--- src/rtl/shift_seq_if.sv ---
// Request/result handshake bundle between the execute-stage issuer, the
// shift sequencer and writeback. The master side issues shift ops and
// consumes results; the slave side is the sequencer.
interface shift_seq_if;
    logic        req_valid;
    logic        req_ready;
    logic [2:0]  req_op;
    logic [31:0] req_data;
    logic [4:0]  req_amt;
    logic        res_valid;
    logic        res_ready;
    logic [31:0] res_data;

    modport master (
        output req_valid, req_op, req_data, req_amt, res_ready,
        input  req_ready, res_valid, res_data
    );

    modport slave (
        input  req_valid, req_op, req_data, req_amt, res_ready,
        output req_ready, res_valid, res_data
    );
endinterface

--- src/rtl/shift_seq.sv ---
// Multi-pass shift sequencer in front of a 4-bit-amount barrel shifter.
// Every shift is turned into a left rotate/shift of L = n (left ops) or
// (32-n) mod 32 (right ops), split into passes of at most MAX_STEP bits.
// Right shifts are finished by masking the wrapped-in upper n bits.
// Build option: define SHIFT_SEQ_SRA_EN to make op 100 an arithmetic right
// shift; without it op 100 is a logical right shift and no sign logic exists.
module shift_seq #(
    parameter int DATA_W   = 32,
    parameter int MAX_STEP = 15
) (
    input  logic              clk,
    input  logic              rst_n,
    shift_seq_if.slave        bus,
    output logic              busy,
    output logic [DATA_W-1:0] sh_sr1,
    output logic [3:0]        sh_shift,
    input  logic [DATA_W-1:0] sh_rot,
    input  logic [DATA_W-1:0] sh_log
);

    typedef enum logic [1:0] {IDLE, RUN, DONE} state_t;
    typedef enum logic [2:0] {OP_SLL, OP_SRL, OP_ROL, OP_ROR, OP_SRA} op_t;

    localparam logic [4:0]        STEP_MAX = 5'(MAX_STEP);
    localparam logic [DATA_W-1:0] ONES     = '1;

    state_t            state;
    op_t               op_q;
    logic [4:0]        amt_q;
    logic [4:0]        rem;
    logic [DATA_W-1:0] acc;
    logic [DATA_W-1:0] sr1_last;
    logic              res_valid_q;
    logic [DATA_W-1:0] res_data_q;
`ifdef SHIFT_SEQ_SRA_EN
    logic              sign_q;
`endif

    op_t               req_kind;
    logic [4:0]        req_left;
    logic [3:0]        step;
    logic [DATA_W-1:0] acc_next;
    logic [DATA_W-1:0] final_val;

    // Decode the request opcode; unused encodings fall back to SLL.
    always_comb begin
        // NOTE: every always_comb output gets a default first, so no path can infer a latch.
        req_kind = OP_SLL;
        case (bus.req_op)
            3'b001:  req_kind = OP_SRL;
            3'b010:  req_kind = OP_ROL;
            3'b011:  req_kind = OP_ROR;
`ifdef SHIFT_SEQ_SRA_EN
            3'b100:  req_kind = OP_SRA;
`else
            3'b100:  req_kind = OP_SRL;
`endif
            default: req_kind = OP_SLL;
        endcase
    end

    // Left-equivalent amount: right ops become a left rotate by (32-n) mod 32.
    always_comb begin
        req_left = bus.req_amt;
        if (req_kind != OP_SLL && req_kind != OP_ROL) begin
            req_left = 5'd0 - bus.req_amt;
        end
    end

    // Per-pass step, next accumulator and the masked final value of the last pass.
    always_comb begin
        step      = (rem > STEP_MAX) ? STEP_MAX[3:0] : rem[3:0];
        acc_next  = (op_q == OP_SLL) ? sh_log : sh_rot;
        final_val = acc_next;
        case (op_q)
            OP_SRL:  final_val = acc_next & (ONES >> amt_q);
`ifdef SHIFT_SEQ_SRA_EN
            OP_SRA:  final_val = sign_q ? (acc_next | ~(ONES >> amt_q))
                                        : (acc_next & (ONES >> amt_q));
`endif
            default: final_val = acc_next;
        endcase
    end

    // Shifter drive is live during RUN; outside RUN the operand holds and the amount is zero.
    always_comb begin
        sh_sr1   = (state == RUN) ? acc  : sr1_last;
        sh_shift = (state == RUN) ? step : 4'd0;
    end

    assign bus.req_ready = (state == IDLE) & rst_n;
    assign bus.res_valid = res_valid_q;
    assign bus.res_data  = res_data_q;
    assign busy          = (state != IDLE);

    // Sequencer FSM: accept, run the passes, present the result until taken.
    always_ff @(posedge clk) begin
        if (!rst_n) begin
            // NOTE: state uses non-blocking assignment so every register samples pre-edge values.
            state       <= IDLE;
            op_q        <= OP_SLL;
            amt_q       <= '0;
            rem         <= '0;
            acc         <= '0;
            sr1_last    <= '0;
            res_valid_q <= 1'b0;
            res_data_q  <= '0;
`ifdef SHIFT_SEQ_SRA_EN
            sign_q      <= 1'b0;
`endif
        end else begin
            case (state)
                IDLE: begin
                    if (bus.req_valid) begin
                        op_q  <= req_kind;
                        amt_q <= bus.req_amt;
                        acc   <= bus.req_data;
                        rem   <= req_left;
`ifdef SHIFT_SEQ_SRA_EN
                        sign_q <= bus.req_data[DATA_W-1];
`endif
                        if (req_left == 5'd0) begin
                            res_data_q  <= bus.req_data;
                            res_valid_q <= 1'b1;
                            state       <= DONE;
                        end else begin
                            state <= RUN;
                        end
                    end
                end
                RUN: begin
                    acc      <= acc_next;
                    rem      <= rem - {1'b0, step};
                    sr1_last <= acc;
                    if (rem == {1'b0, step}) begin
                        res_data_q  <= final_val;
                        res_valid_q <= 1'b1;
                        state       <= DONE;
                    end
                end
                DONE: begin
                    if (bus.res_ready) begin
                        res_valid_q <= 1'b0;
                        state       <= IDLE;
                    end
                end
                default: state <= IDLE;
            endcase
        end
    end

endmodule

--- src/flat_wrapper.sv ---
// flat-port wrapper written by rule: the top's interface ports become plain ports
module shift_seq_flat 
#(
    parameter int DATA_W   = 32,
    parameter int MAX_STEP = 15
)
  (clk, rst_n, busy, sh_sr1, sh_shift, sh_rot, sh_log, bus_req_valid, bus_req_op, bus_req_data, bus_req_amt, bus_res_ready, bus_req_ready, bus_res_valid, bus_res_data);
  shift_seq_if bus_i ();
  input  logic clk;
  input  logic rst_n;
  output logic busy;
  output logic [DATA_W-1:0] sh_sr1;
  output logic [3:0] sh_shift;
  input  logic [DATA_W-1:0] sh_rot;
  input  logic [DATA_W-1:0] sh_log;
  input wire logic [$bits(bus_i.req_valid)-1:0] bus_req_valid;
  input wire logic [$bits(bus_i.req_op)-1:0] bus_req_op;
  input wire logic [$bits(bus_i.req_data)-1:0] bus_req_data;
  input wire logic [$bits(bus_i.req_amt)-1:0] bus_req_amt;
  input wire logic [$bits(bus_i.res_ready)-1:0] bus_res_ready;
  output wire logic [$bits(bus_i.req_ready)-1:0] bus_req_ready;
  output wire logic [$bits(bus_i.res_valid)-1:0] bus_res_valid;
  output wire logic [$bits(bus_i.res_data)-1:0] bus_res_data;
  assign bus_i.req_valid = bus_req_valid;
  assign bus_i.req_op = bus_req_op;
  assign bus_i.req_data = bus_req_data;
  assign bus_i.req_amt = bus_req_amt;
  assign bus_i.res_ready = bus_res_ready;
  assign bus_req_ready = bus_i.req_ready;
  assign bus_res_valid = bus_i.res_valid;
  assign bus_res_data = bus_i.res_data;
  shift_seq #(.DATA_W(DATA_W), .MAX_STEP(MAX_STEP)) u_core (.clk(clk), .rst_n(rst_n), .bus(bus_i), .busy(busy), .sh_sr1(sh_sr1), .sh_shift(sh_shift), .sh_rot(sh_rot), .sh_log(sh_log));
endmodule
--- config.mk ---
export PLATFORM = sky130hd
export DESIGN_NAME = shift_seq_flat
export DESIGN_NICKNAME = d
export VERILOG_FILES = /design/src/rtl/shift_seq_if.sv /design/src/rtl/shift_seq.sv /design/src/flat_wrapper.sv
export SDC_FILE = /design/constraint.sdc
export NUM_CORES = 1
export LEC_CHECK = 0
export CAP_MARGIN = 15
export CORE_MARGIN = 10
export CORE_UTILIZATION = 35
export DETAILED_ROUTE_END_ITERATION = 16
export PLACE_DENSITY_LB_ADDON = 0.2
export SYNTH_ARGS = -nofsm -noshare
export SYNTH_HDL_FRONTEND = slang
export SYNTH_SLANG_ARGS = --single-unit
--- constraint.sdc ---
create_clock -name clk -period 4.1 [get_ports clk]
set_input_delay 0.82 -clock clk [delete_from_list [all_inputs] [get_ports clk]]
set_output_delay 0.82 -clock clk [all_outputs]
set_load 0.005 [all_outputs]
==> results of run 1 <==
[final cells by class]
| cell class | count | area (um^2) |
|---|---|---|
| inverter | 9 | 33.78 |
| fill | 1661 | 8058 |
| multi-input combinational | 603 | 3202 |
| sequential | 111 | 2222 |
| clock buffer | 9 | 225.2 |
| timing repair buffer | 191 | 1874 |
| clock inverter | 7 | 57.56 |
| tap | 216 | 270.3 |
[cell families (layout without fill, tap and decap cells)]
group	count (synthesis)	in the layout	share of synthesized area (%)
buf+inv	75	216	5.578
xor+xnor	4	4	0.6150
mux	19	19	3.338
compound gates	205	205	22.84
simple gates	372	372	27.98
flops	111	111	39.00
fa+ha+maj	3	3	0.6588
[cells in the mapped netlist (7+ instances only)]
master,number
nor2_1,41
o31ai_1,13
nor3_1,9
o21ai_0,15
nand2b_1,7
mux2i_1,19
o21ai_1,22
buf_2,14
clkbuf_1,46
nand2_1,242
and3_1,16
a311oi_1,8
a211oi_1,18
a21oi_1,86
a31oi_1,11
o211ai_1,7
nand3_1,22
dfxtp_1,111
nand4_1,19
[sequential cells by signal (all words and copies together) (netlist names)]
register              flops
u_core.op_q               2
u_core.bus.res_data      32
u_core.state              2
u_core.acc               32
u_core.bus.res_valid      1
u_core.rem                5
u_core.sr1_last          32
u_core.amt_q              5
[metal layers]
layer  wire, um  up-vias  global-route usage [%]
met5          0        -                       0
met4        252        0                   3.865
met3       1638       18                   6.380
met2       9723      209                   29.96
met1       9711     2748                   24.30
li1           -     3013                       -
[how the worst min path moves through the flow]
stage,from,to,slack (ns),depth (start not counted)
2_1_floorplan,u_core.acc[22],u_core.acc[22],0.43,2
3_3_place_gp,u_core.bus.res_data[31],u_core.bus.res_data[31],0.44,2
3_5_place_dp,u_core.bus.res_data[21],u_core.bus.res_data[21],0.44,2
4_1_cts,u_core.bus.res_data[26],u_core.bus.res_data[26],0.45,2
5_1_grt,u_core.bus.res_data[12],u_core.bus.res_data[12],0.47,2
6_report,u_core.bus.res_data[14],u_core.bus.res_data[14],0.45,2
[where the power goes]
part	switching (W)	internal [W]
clock	0.000446	0.000421
combinational	0.000454	0.000381
sequential	0.0000757	0.00117
[worst max-delay path: stages (launching register included)]
cell and delay (ns):
dfxtp_1 0.60, nand2b_4 0.73, nand2_1 0.17, nand2_1 0.12
clkdlybuf4s50_1 0.51
[metrics by stage]
step | utilization [%] | instance area (um^2) | instances | setup WS, ns | hold slack [ns]
after floorplan | - | 5698 | 789 | 1.784 | 0.4322
after global placement | 47.68 | 7602 | 1130 | 0.8382 | 0.4361
after detailed placement | 47.68 | 7602 | 1130 | 0.7699 | 0.4417
after CTS | 49.46 | 7885 | 1146 | 0.7438 | 0.4542
after global routing | 49.46 | 7885 | 1146 | 0.5887 | 0.4674
final | 49.46 | 7885 | 1146 | 0.7825 | 0.4506
==> impl_metrics.env, run 1 <==
export IMPL_outcome="complete, no violations"
export IMPL_layout_drive_gt1_share_pct=5.484
export IMPL_required_ns=3.28
export IMPL_die_x_um=147.6
export IMPL_htree_num_levels=3
export IMPL_fmax_ghz=0.3014
export IMPL_worstSetupPathType="reg -> out"
export IMPL_area_growth_pct=38.38
export IMPL_synth_largest_area_cell="dfxtp_1"
export IMPL_powerDensity_mw_per_mm2=374.3
export IMPL_finalClockSkew_ns=0.007830
export IMPL_setup_viol=0
export IMPL_drc=0
export IMPL_cts_resized=0
export IMPL_min_period_ns=3.317
export IMPL_insertion_delay_ns=0.37
export IMPL_final_cell_mix="nand2_1 (242), clkdlybuf4s50_1 (177), dfxtp_1 (111)"
export IMPL_cap_violations=0
export IMPL_grtUsageTotal_pct=18.86
export IMPL_ys_ff_latch=111
export IMPL_critPathMaxFanout=68
export IMPL_gp_congestion=0.8186
export IMPL_insertedDiodeCount=0
export IMPL_rsz0062_at_grt="no"
export IMPL_finalWirelength_um=21330
export IMPL_portBuffers=178
export IMPL_crit_end="sh_sr1[31]"
export IMPL_grt_pass1_wl_um=32900
export IMPL_rr_startpoint="u_core.op_q[1]"
export IMPL_antenna_found_initial=0
export IMPL_synth_net_count=900
export IMPL_postSynth_asyncResetShare_pct=0
export IMPL_syn_area_per_cell_um2=7.222
export IMPL_p_leak_nw=3.015
export IMPL_core_area_mm2=0.01594
export IMPL_netlist_area_mm2=0.005698
export IMPL_chipHeight_um=147.6
export IMPL_wl_per_cell_um=18.61
export IMPL_drt_iter0_drc=418
export IMPL_hp_class="reg -> reg"
export IMPL_cts_sinks=111
export IMPL_yosysTopAreaCellShare_pct=39.00
export IMPL_endpoint_kind="output port"
export IMPL_arrival_ns=2.50
export IMPL_grt_overflow=0
export IMPL_via_per_inst=5.225
export IMPL_tightest_slew_ns=1.060
export IMPL_synth_cell_type_count=52
export IMPL_hold_viol_final=0
export IMPL_initial_utilization_pct=35.74
export IMPL_cts_max_path_buffers=2
export IMPL_ys_flop_type="dfxtp_1"
export IMPL_drv_slew=0
export IMPL_min_period_over_period_pct=80.91
export IMPL_nets=1036
export IMPL_vias=5988
export IMPL_p_total_w=0.002952
export IMPL_fp_row_count=46
export IMPL_firstDrtPassIters=6
export IMPL_ant_nets=0
export IMPL_grt_pass1_vias=5771
export IMPL_r2r_cells=6
export IMPL_dp_hpwl_um=15200
export IMPL_reg2reg_to="u_core.bus.res_data[20]"
export IMPL_netlist_instances=789
export IMPL_cts_hold_buf=0
export IMPL_die_area_mm2=0.02178
export IMPL_yosys_top_cells_area="dfxtp_1 (39%), nand2_1 (16%), a21oi_1 (7.6%)"
export IMPL_grt_max_degree=78
export IMPL_final_common_cell="nand2_1"
export IMPL_critPathLaunchType="flip-flop"
export IMPL_root_buffer="clkbuf_16"
export IMPL_clk_pin_slew_ns=0.08
export IMPL_relSlewSlack_pct=29.31
export IMPL_io_pins=179
export IMPL_cts_buffers=9
export IMPL_startpoint="u_core.state[1]"
export IMPL_yosysWarnings=0
export IMPL_synth_edff_count=0
export IMPL_ys_seq_area_share_pct=39.00
export IMPL_fin_setup_tns_ns=0
export IMPL_postCtsSetupBuffers=0
export IMPL_cts_tree="yes"
export IMPL_rrSetupSlack_ns=1.71
export IMPL_peakVddDrop_mv=0.2077
Note: power is estimated with default switching activity, not from simulation.
==> run 2: changes to the inputs <==
==> constraint.sdc (replaced) <==
create_clock -name clk -period 3.2 [get_ports clk]
set_input_delay 0.64 -clock clk [delete_from_list [all_inputs] [get_ports clk]]
set_output_delay 0.64 -clock clk [all_outputs]
set_load 0.005 [all_outputs]
==> impl_metrics.env, run 2 (synthesis gave the netlist of run 1 again) <==
export IMPL_layout_drive_gt1_share_pct=6.482
export IMPL_insertion_delay_ns=0.36
export IMPL_gp_congestion=0.8645
export IMPL_finalClockSkew_ns=0.007200
export IMPL_powerDensity_mw_per_mm2=485.9
export IMPL_dp_hpwl_um=15740
export IMPL_portBuffers=178
export IMPL_critPathMaxFanout=34
export IMPL_path_cells="nor2b_4 > buf_4 > nand2_1 > nand2_1 > clkdlybuf4s50_1"
export IMPL_wl_per_cell_um=18.44
export IMPL_tightest_slew_ns=0.9423
export IMPL_min_period_over_period_pct=91.42
export IMPL_finalWirelength_um=21340
export IMPL_fin_setup_tns_ns=0
export IMPL_grt_overflow=0
export IMPL_hp_class="reg -> reg"
export IMPL_initial_utilization_pct=35.74
export IMPL_final_common_cell="nand2_1"
export IMPL_worstSetupPathType="reg -> out"
export IMPL_chipHeight_um=147.6
export IMPL_setup_viol=0
export IMPL_peakVddDrop_mv=0.2781
export IMPL_cp_slowest_cell="dfxtp_1"
export IMPL_vias=6056
export IMPL_core_area_mm2=0.01594
export IMPL_worst_slack_ns=0.2746
export IMPL_cts_resized=0
export IMPL_die_x_um=147.6
export IMPL_firstDrtPassIters=5
export IMPL_cts_buffers=9
export IMPL_place_area_mm2=0.007735
export IMPL_slowest_delay_ns=0.57
export IMPL_fp_row_count=46
export IMPL_required_ns=2.56
export IMPL_rsz0062_at_grt="no"
export IMPL_endpoint_kind="output port"
export IMPL_min_period_ns=2.925
export IMPL_fmax_ghz=0.3418
export IMPL_cap_violations=0
export IMPL_hold_end="u_core.bus.res_data[11]"
export IMPL_hold_path_depth=2
export IMPL_io_pins=179
export IMPL_relSlewSlack_pct=37.18
export IMPL_via_per_inst=5.234
export IMPL_pre_cts_slack_ns=0.2994
export IMPL_rrSetupSlack_ns=0.99
export IMPL_reg2reg_to="u_core.bus.res_data[17]"
export IMPL_ant_nets=0
export IMPL_path_buf_inv=2
export IMPL_postCtsSetupBuffers=0
export IMPL_rr_startpoint="u_core.op_q[1]"
export IMPL_drt_iter0_drc=410
export IMPL_final_cell_mix="nand2_1 (242), clkdlybuf4s50_1 (177), dfxtp_1 (111)"
export IMPL_crit_top_cell="nand2_1"
export IMPL_cts_tree="yes"
export IMPL_r2r_cells=5
export IMPL_p_leak_nw=3.111
export IMPL_arrival_ns=2.29
export IMPL_clk_pin_slew_ns=0.07
export IMPL_antenna_found_initial=0
export IMPL_die_area_mm2=0.02178
export IMPL_cts_hold_buf=0
export IMPL_area_growth_pct=41.19
export IMPL_nets=1047
export IMPL_insertedDiodeCount=0
export IMPL_grt_pass1_wl_um=33230
export IMPL_root_buffer="clkbuf_16"
export IMPL_hp_start="u_core.bus.res_data[11]"
export IMPL_fin_area_mm2=0.008045
export IMPL_fin_util_pct=50.46
export IMPL_htree_num_levels=3
export IMPL_drv_slew=0
export IMPL_outcome="complete, no violations"
export IMPL_grt_pass1_vias=5843
export IMPL_hold_viol_final=0
export IMPL_cts_sinks=111
export IMPL_drc=0
export IMPL_cts_max_path_buffers=2
export IMPL_grt_max_degree=78
export IMPL_grtUsageTotal_pct=19.10
export IMPL_cp_num_cells=5
export IMPL_critPathTopFamily="buffers and inverters"
export IMPL_critPathLaunchType="flip-flop"
[run 2: cell types whose count changed in the layout (fill, tap and decap cells not counted)]
cell and delta:
buf_12 +4, buf_4 +7, bufinv_16 +1, clkbuf_1 +1, clkbuf_8 +3, clkinv_2 +1, clkinv_4 -2, clkinvlp_4 -2
inv_6 -1, inv_8 -1
[run 2: cell type report]
class,count,area [um^2]
fill,1617,7898
multi-input combinational,603,3202
sequential,111,2222
timing repair buffer,202,2007
clock buffer,13,270.3
tap,216,270.3
clock inverter,3,40.04
inverter,9,33.78
[run 2: through the flow]
| stage | hold WS, ns | instances | total power, W |
|---|---|---|---|
| after detailed placement | 0.4432 | 1141 | 0.002751 |
| after global routing | 0.4709 | 1157 | 0.004112 |
| final | 0.4497 | 1157 | 0.003909 |
| after floorplan | 0.4322 | 789 | 0.002199 |
| after CTS | 0.4530 | 1157 | 0.003937 |
| after global placement | 0.4355 | 1141 | 0.002741 |
[run 2: layer usage]
layer	vias up	track usage [%]	share of wire, %
li1	3037	-	-
met4	0	5.104	1.5
met5	-	0	0
met2	175	30.30	45
met3	17	6.319	7.9
met1	2827	24.30	46
[run 2: tightest hold or removal path, cell delays in order (launching register included)]
cell	delay [ns]
dfxtp_1	0.31
nand2_1	0.05
o21ai_1	0.05
[run 2: how the worst max path moves through the flow]
stage / from / to / slack [ns]
floorplan: bus_req_amt[0] / u_core.bus.res_data[7] / 1.06
global placement: bus_req_amt[0] / u_core.bus.res_data[20] / 0.37
detailed placement: bus_req_amt[0] / u_core.bus.res_data[16] / 0.30
CTS: u_core.state[0] / sh_sr1[17] / 0.24
global route: u_core.state[0] / sh_sr1[26] / 0.09
finish: u_core.state[0] / sh_sr1[17] / 0.27
[run 2: power by group]
part | switching (W) | total (W) | internal, W
clock | 0.000520 | 0.00119 | 0.000670
sequential | 0.0000963 | 0.00160 | 0.00150
combinational | 0.000593 | 0.00112 | 0.000524
total | 0.00121 | 0.00391 | 0.00270
==> run 3: changes to the inputs <==
--- a/config.mk
+++ b/config.mk
@@ -6,7 +6,6 @@
 export NUM_CORES = 1
 export LEC_CHECK = 0
 export CAP_MARGIN = 15
-export CORE_MARGIN = 10
 export CORE_UTILIZATION = 35
 export DETAILED_ROUTE_END_ITERATION = 16
 export PLACE_DENSITY_LB_ADDON = 0.2
==> impl_metrics.env, run 3 (synthesis gave the netlist of run 1 again) <==
export IMPL_startpoint="u_core.state[1]"
export IMPL_relSlewSlack_pct=38.25
export IMPL_gp_congestion=0.8495
export IMPL_cts_tree="yes"
export IMPL_insertedDiodeCount=0
export IMPL_grt_pass1_vias=5487
export IMPL_io_pins=179
export IMPL_cts_resized=0
export IMPL_critPathLaunchType="flip-flop"
export IMPL_final_cell_mix="nand2_1 (242), clkdlybuf4s50_1 (177), dfxtp_1 (111)"
export IMPL_tightest_slew_ns=0.9262
export IMPL_core_area_mm2=0.01589
export IMPL_crit_end="sh_sr1[30]"
export IMPL_antenna_found_initial=0
export IMPL_drc=0
export IMPL_area_growth_pct=40.10
export IMPL_cts_max_path_buffers=2
export IMPL_cts_sinks=111
export IMPL_postCtsSetupBuffers=0
export IMPL_reg2reg_to="u_core.bus.res_data[0]"
export IMPL_vias=6102
export IMPL_peakVddDrop_mv=0.2945
export IMPL_hp_class="reg -> reg"
export IMPL_ant_nets=0
export IMPL_layout_drive_gt1_share_pct=6.077
export IMPL_fp_row_count=46
export IMPL_required_ns=2.56
export IMPL_nets=1044
export IMPL_drt_iter0_drc=483
export IMPL_drv_slew=0
export IMPL_outcome="complete, no violations"
export IMPL_root_buffer="clkbuf_16"
export IMPL_min_period_over_period_pct=92.52
export IMPL_grtUsageTotal_pct=23.43
export IMPL_htree_num_levels=3
export IMPL_grt_pass1_wl_um=30210
export IMPL_grt_max_degree=78
export IMPL_grt_overflow=0
export IMPL_rrSetupSlack_ns=0.92
export IMPL_rr_startpoint="u_core.op_q[1]"
export IMPL_insertion_delay_ns=0.36
export IMPL_dp_hpwl_um=14110
export IMPL_p_leak_nw=3.075
export IMPL_clk_pin_slew_ns=0.08
export IMPL_finalWirelength_um=19570
export IMPL_arrival_ns=2.32
export IMPL_critPathMaxFanout=41
export IMPL_r2r_cells=6
export IMPL_firstDrtPassIters=4
export IMPL_fin_util_pct=50.25
export IMPL_initial_utilization_pct=35.87
export IMPL_finalClockSkew_ns=0.008238
export IMPL_fmax_ghz=0.3378
export IMPL_final_common_cell="nand2_1"
export IMPL_endpoint_kind="output port"
export IMPL_wl_per_cell_um=16.96
export IMPL_rsz0062_at_grt="no"
export IMPL_chipHeight_um=129.6
export IMPL_portBuffers=178
export IMPL_cts_hold_buf=0
export IMPL_die_x_um=129.6
export IMPL_setup_viol=0
export IMPL_hold_viol_final=0
export IMPL_cap_violations=0
export IMPL_via_per_inst=5.288
export IMPL_cts_buffers=9
export IMPL_powerDensity_mw_per_mm2=481.3
export IMPL_min_period_ns=2.961
export IMPL_fin_setup_tns_ns=0
export IMPL_worstSetupPathType="reg -> out"
export IMPL_die_area_mm2=0.01679
run 3: cell types whose count changed in the layout (fill, tap and decap cells not counted):
cell / before / now
buf_12: 4 / 2
clkbuf_8: 3 / 1
a21oi_1: 85 / 86
a21oi_2: 1 / 0
buf_4: 20 / 19
clkinvlp_4: 0 / 1
inv_6: 0 / 1
run 3: layer usage:
metal	wire length (um)	track usage, %	part of all wire [%]
met1	8955	32.40	46
met2	8876	36.84	45
met5	0	0	0
met3	1390	5.161	7.1
met4	352	5.951	1.8
run 3: area by class of cell:
| cell class | instances | area [um^2] |
|---|---|---|
| clock buffer | 11 | 242.7 |
| clock inverter | 5 | 56.30 |
| fill | 1625 | 7903 |
| inverter | 9 | 33.78 |
| multi-input combinational | 603 | 3198 |
| sequential | 111 | 2222 |
| tap | 216 | 270.3 |
| timing repair buffer | 199 | 1959 |
run 3: critical path, stage by stage, from the launching register on:
cell and delay (ns):
dfxtp_1 0.59, nand2b_4 0.41, buf_12 0.26, nand2_1 0.10
nand2_1 0.08, clkdlybuf4s50_1 0.50
run 3: worst min path at each step:
stage	cells past startpoint	endpoint	from
floorplan	2	u_core.acc[22]	u_core.acc[22]
global placement	2	u_core.bus.res_data[3]	u_core.bus.res_data[3]
detailed placement	2	u_core.bus.res_data[0]	u_core.bus.res_data[0]
CTS	2	u_core.bus.res_data[0]	u_core.bus.res_data[0]
global route	2	u_core.bus.res_data[29]	u_core.bus.res_data[29]
finish	2	u_core.bus.res_data[13]	u_core.bus.res_data[13]
run 3: through the flow:
stage / instance area, um^2 / cells / setup slack (ns) / hold WS, ns / power, W
global route: 7983 / 1154 / 0.1014 / 0.4693 / 0.004048
CTS: 7983 / 1154 / 0.2430 / 0.4557 / 0.003867
global placement: 7684 / 1138 / 0.3729 / 0.4370 / 0.002712
floorplan: 5698 / 789 / 1.064 / 0.4322 / 0.002199
finish: 7983 / 1154 / 0.2393 / 0.4523 / 0.003842
detailed placement: 7684 / 1138 / 0.3155 / 0.4454 / 0.002722
run 3: where the power goes:
part           internal (W)  leakage [nW]  switching, W
Clock              0.000630         0.146      0.000520
Combinational      0.000509          2.02      0.000581
Sequential          0.00150         0.908     0.0000972
Total               0.00264          3.07       0.00120
